[src/rtl/bicubic_block_serializer.sv]
// Serializes 4x4 upscaled blocks into a row-major sample stream with row/col/last tags.
// A two-slot ping-pong buffer lets one block be accepted while the other drains.
module bicubic_block_serializer #(
   parameter int CHANNEL_WIDTH = 8
) (
   input  logic                     clk,
   input  logic                     rst_n,
   input  logic                     bcci_rsp_valid,
   output logic                     bf_rsp_ready,
   input  logic [CHANNEL_WIDTH-1:0] bcci_rsp_data1,
   input  logic [CHANNEL_WIDTH-1:0] bcci_rsp_data2,
   input  logic [CHANNEL_WIDTH-1:0] bcci_rsp_data3,
   input  logic [CHANNEL_WIDTH-1:0] bcci_rsp_data4,
   input  logic [CHANNEL_WIDTH-1:0] bcci_rsp_data5,
   input  logic [CHANNEL_WIDTH-1:0] bcci_rsp_data6,
   input  logic [CHANNEL_WIDTH-1:0] bcci_rsp_data7,
   input  logic [CHANNEL_WIDTH-1:0] bcci_rsp_data8,
   input  logic [CHANNEL_WIDTH-1:0] bcci_rsp_data9,
   input  logic [CHANNEL_WIDTH-1:0] bcci_rsp_data10,
   input  logic [CHANNEL_WIDTH-1:0] bcci_rsp_data11,
   input  logic [CHANNEL_WIDTH-1:0] bcci_rsp_data12,
   input  logic [CHANNEL_WIDTH-1:0] bcci_rsp_data13,
   input  logic [CHANNEL_WIDTH-1:0] bcci_rsp_data14,
   input  logic [CHANNEL_WIDTH-1:0] bcci_rsp_data15,
   input  logic [CHANNEL_WIDTH-1:0] bcci_rsp_data16,
   output logic                     ser_valid,
   input  logic                     ds_ready,
   output logic [CHANNEL_WIDTH-1:0] ser_data,
   output logic [1:0]               ser_row,
   output logic [1:0]               ser_col,
   output logic                     ser_last
);

   typedef enum logic [1:0] {
      EMPTY = 2'd0,
      HALF  = 2'd1,
      FULL  = 2'd2
   } occ_t;

   occ_t                     state;
   occ_t                     state_nxt;
   logic [CHANNEL_WIDTH-1:0] slot [2][16];
   logic [CHANNEL_WIDTH-1:0] blk_in [16];
   logic                     wr_ptr;
   logic                     rd_ptr;
   logic [3:0]               idx;
   logic                     accept;
   logic                     take;
   logic                     rel;

   always_comb begin
      blk_in[0]  = bcci_rsp_data1;
      blk_in[1]  = bcci_rsp_data2;
      blk_in[2]  = bcci_rsp_data3;
      blk_in[3]  = bcci_rsp_data4;
      blk_in[4]  = bcci_rsp_data5;
      blk_in[5]  = bcci_rsp_data6;
      blk_in[6]  = bcci_rsp_data7;
      blk_in[7]  = bcci_rsp_data8;
      blk_in[8]  = bcci_rsp_data9;
      blk_in[9]  = bcci_rsp_data10;
      blk_in[10] = bcci_rsp_data11;
      blk_in[11] = bcci_rsp_data12;
      blk_in[12] = bcci_rsp_data13;
      blk_in[13] = bcci_rsp_data14;
      blk_in[14] = bcci_rsp_data15;
      blk_in[15] = bcci_rsp_data16;
   end

   assign accept = bcci_rsp_valid & bf_rsp_ready;
   assign take   = ser_valid & ds_ready;
   assign rel    = take & (idx == 4'd15);

   always_ff @(posedge clk or negedge rst_n) begin
      if (!rst_n) state <= EMPTY;
      else        state <= state_nxt;
   end

   always_comb begin
      state_nxt = state;
      unique case (state)
         EMPTY: if (accept) state_nxt = HALF;
         HALF: begin
            if (accept && !rel)      state_nxt = FULL;
            else if (!accept && rel) state_nxt = EMPTY;
         end
         FULL:    if (rel) state_nxt = HALF;
         default: state_nxt = EMPTY;
      endcase
   end

   // Handshake qualifiers come from registered state only, so no comb path from ds_ready/valid
   always_comb begin
      bf_rsp_ready = (state != FULL);
      ser_valid    = (state != EMPTY);
   end

   always_ff @(posedge clk or negedge rst_n) begin
      if (!rst_n) begin
         for (int unsigned s = 0; s < 2; s++)
            for (int unsigned i = 0; i < 16; i++)
               slot[s][i] <= '0;
         wr_ptr <= 1'b0;
      end else if (accept) begin
         for (int unsigned i = 0; i < 16; i++)
            slot[wr_ptr][i] <= blk_in[i];
         wr_ptr <= ~wr_ptr;
      end
   end

   always_ff @(posedge clk or negedge rst_n) begin
      if (!rst_n) begin
         idx    <= '0;
         rd_ptr <= 1'b0;
      end else if (take) begin
         idx <= idx + 4'd1;
         if (rel) rd_ptr <= ~rd_ptr;
      end
   end

   assign ser_data = slot[rd_ptr][idx];
   assign ser_row  = idx[3:2];
   assign ser_col  = idx[1:0];
   assign ser_last = (idx == 4'd15);

endmodule

[config.mk]
export PLATFORM = sky130hd
export DESIGN_NAME = bicubic_block_serializer
export DESIGN_NICKNAME = d
export VERILOG_FILES = /design/src/rtl/bicubic_block_serializer.sv
export SDC_FILE = /design/constraint.sdc
export NUM_CORES = 1
export LEC_CHECK = 0
export ABC_AREA = 1
export BUFFER_PORTS_ARGS = -buffer_cell sky130_fd_sc_hd__buf_2
export CAP_MARGIN = 40
export CORE_ASPECT_RATIO = 1.25
export CORE_MARGIN = 3
export CORE_UTILIZATION = 30
export CTS_CLUSTER_SIZE = 10
export DETAILED_ROUTE_END_ITERATION = 6
export GPL_ROUTABILITY_DRIVEN = 0
export PLACE_DENSITY = 0.55
export SLEW_MARGIN = 40
export SYNTH_ARGS = -nofsm -noshare
export SYNTH_HDL_FRONTEND = slang
export SYNTH_SLANG_ARGS = --single-unit
[constraint.sdc]
create_clock -name clk -period 4.95 [get_ports clk]
set_input_delay 0.99 -clock clk [delete_from_list [all_inputs] [get_ports clk]]
set_output_delay 0.99 -clock clk [all_outputs]
set_load 0.02 [all_outputs]
==> results.sh <==
export IMPL_dieWidth_um=193
export IMPL_yosys_most_used_dff="dfrtp_1"
export IMPL_synthCells=1461
export IMPL_p_leak_nw=7.63
export IMPL_cp_cell_sequence="inv_4 > buf_12 > nand2_1 > nand3_1 > nand3_1 > nand2_1 > nand2_1 > nand2_1 > nand2_1 > nand2_1 > buf_2"
export IMPL_min_path_type="in2async"
export IMPL_cts_setup_buffers=0
export IMPL_max_stage_delay_ps=710
export IMPL_insertion_delay_ps=560
export IMPL_ctsHtreeMaxLevel=1
export IMPL_synth_area_mm2=0.0131
export IMPL_grt_overflow_total=0
export IMPL_r2r_slack_ps=2380
export IMPL_finalCriticalPeriod_ps=4150
export IMPL_post_cts_resized=0
export IMPL_die_h_um=239
export IMPL_antenna_found_initial=0
export IMPL_cts_sinks=264
export IMPL_worstPathArrival_ps=3160
export IMPL_cp_start_kind="flop"
export IMPL_max_slew_margin_rel=0.481
export IMPL_vias=10100
export IMPL_maxCapViolCount=0
export IMPL_crit_family="buffers and inverters"
export IMPL_routed_via_density=4.75
export IMPL_numCtsBuffers=31
export IMPL_slowest_stage="dfrtp_4"
export IMPL_design_area_mm2=0.0150
export IMPL_yosys_warnings=0
export IMPL_cts_clk_slew_worst_paths_ps=60
export IMPL_setup_violations=0
export IMPL_status="finished, final reports clean"
export IMPL_cts_tree="done"
export IMPL_grt_pass1_vias=10300
export IMPL_grt_max_degree=83
export IMPL_yosysUniqueCellTypes=26
export IMPL_dieArea_mm2=0.0461
export IMPL_ant_nets=0
export IMPL_grt_pass1_wl_um=60700
export IMPL_rows=84
export IMPL_rsz0062_at_grt="no"
export IMPL_max_freq_mhz=241
export IMPL_async_flop_share=1.00
export IMPL_synth_seq_cells=264
export IMPL_ff_latch_area_mm2=0.00661
export IMPL_post_drt_wl_per_cell_um=18.1
export IMPL_multi_input_area_mm2=0.00576
export IMPL_drt_iter0_markers=698
export IMPL_placed_area_mm2=0.0141
export IMPL_io_buffers=146
export IMPL_initial_core_util=0.307
export IMPL_clk_path_buf_depth=3
export IMPL_cts_root_buffer="clkbuf_16"
export IMPL_synth_nets=1595
export IMPL_power_density_mw_per_mm2=720
export IMPL_cp_required_ps=3960
export IMPL_ios=147
export IMPL_tns_ps=0
export IMPL_grt_use_total=0.168
export IMPL_hold_violations=0
export IMPL_crit_type="reg2out"
export IMPL_postSynthAreaPerCell_um2=8.94
export IMPL_seq_area_frac_synth=0.506
export IMPL_drc=0
export IMPL_crit_path_end_kind="output port"
export IMPL_antenna_cells=0
export IMPL_synth_edf_count=0
export IMPL_core_mm2=0.0426
export IMPL_crit_top_cell="nand2_1"
export IMPL_path_buf_inv=3
export IMPL_dr_pass1_iters=5
export IMPL_n_fill_cell=4409
export IMPL_vdd_ir_drop_max_uv=422
export IMPL_tightest_slew_ps=777
export IMPL_drv_slew=0
export IMPL_fin_crit_sh=0.839
export IMPL_drive_gt1_frac=0.204
export IMPL_place_hpwl_um=24700
export IMPL_nNetsFinal=1700
export IMPL_path_max_fanout=62
export IMPL_holdBufCountCts=0
export IMPL_routed_wl_um=38600
export IMPL_fin_skew_ps=8.98
export IMPL_syn2layout_area_growth_pct=14.6
## state kept, by name (all words and copies together), names as in the netlist
| register | cells |
|---|---|
| slot | 256 |
| idx | 4 |
| state | 2 |
| rd_ptr | 1 |
| wr_ptr | 1 |
## kinds of logic (layout without fill, tap and decap cells)
family,count (synthesis),after routing,share of synthesized area
DFF,264,264,0.506
muxes,128,128,0.139
and+or+nand+nor,953,953,0.295
adders and majority gates,2,2,0.00192
AOI/OAI and AO/OA,4,4,0.00172
xor gates and xnor gates,4,4,0.00268
buffers and inverters,106,220,0.0542
## path summary, 6_finish.rpt
path,startpoint,cells past startpoint,to
min in group clk,slot[202],2,slot[202]
min reg2reg,slot[202],2,slot[202]
max in group asynchronous,rst_n,3,slot[106]
max,rd_ptr,11,ser_data[3]
min,rst_n,1,slot[178]
max reg2reg,idx[0],9,state[1]
## metal layers
| layer | vias up | part of all wire | global-route usage |
|---|---|---|---|
| met4 | 0 | 0.025 | 0.0492 |
| met1 | 5011 | 0.45 | 0.232 |
| met2 | 210 | 0.48 | 0.274 |
| li1 | 4867 | - | - |
| met5 | - | 0 | 0 |
| met3 | 50 | 0.041 | 0.0220 |
## synth_stat cells, types with 3 or more instances
cell type,number,area [µm²]
dfrtp_1,264,6610
clkbuf_1,13,48.8
inv_2,4,15.0
buf_12,11,220
mux2_2,8,90.1
mux2_4,100,1500
buf_6,3,33.8
mux2_1,20,225
nor2_1,3,11.3
buf_4,12,90.1
nand3_1,195,976
buf_2,51,255
buf_1,4,15.0
nand2_1,749,2810
inv_1,7,26.3
xor2_1,4,35.0
## metrics by stage
| stage | hold slack, ps | std cells | util | setup slack, ps | power (W) |
|---|---|---|---|---|---|
| after floorplan | 442 | 1461 | - | 2470 | 0.00746 |
| after global placement | 453 | 2090 | 0.330 | 1200 | 0.00868 |
| after detailed placement | 458 | 2092 | 0.331 | 1370 | 0.00878 |
| after CTS | 356 | 2134 | 0.352 | 759 | 0.0109 |
| after global routing | 381 | 2134 | 0.352 | 606 | 0.0116 |
| final | 346 | 2134 | 0.352 | 798 | 0.0108 |
## cell type report
cell class                 instances  area share
clock buffer                      39      0.0551
tap                              559      0.0467
timing repair buffer             166      0.0662
multi-input combinational       1091       0.384
clock inverter                     3     0.00292
inverter                          12     0.00334
sequential                       264       0.441
## report_power, final
part,switching (W),total (W),internal [W]
clock network,0.000862,0.00206,0.00120
registers,0.000700,0.00395,0.00325
logic,0.00283,0.00478,0.00194
total,0.00440,0.0108,0.00639
## cell usage in the layout, fill, tap and decap left out, types with 2 or more instances in the layout
cell and instances:
nand2_1 749, dfrtp_1 262, nand3_1 195, buf_2 145, mux2_4 100, clkbuf_16 31, mux2_1 20, buf_4 11
mux2_2 8, inv_1 6, clkbuf_1 6, xor2_1 4, buf_12 4, inv_2 3, nor2_1 3, buf_6 3
inv_4 2, nand2_4 2, nor2_4 2, o21ai_1 2, ha_1 2, clkbuf_8 2, buf_16 2
No activity file was read; power rests on OpenSTA's default activity.
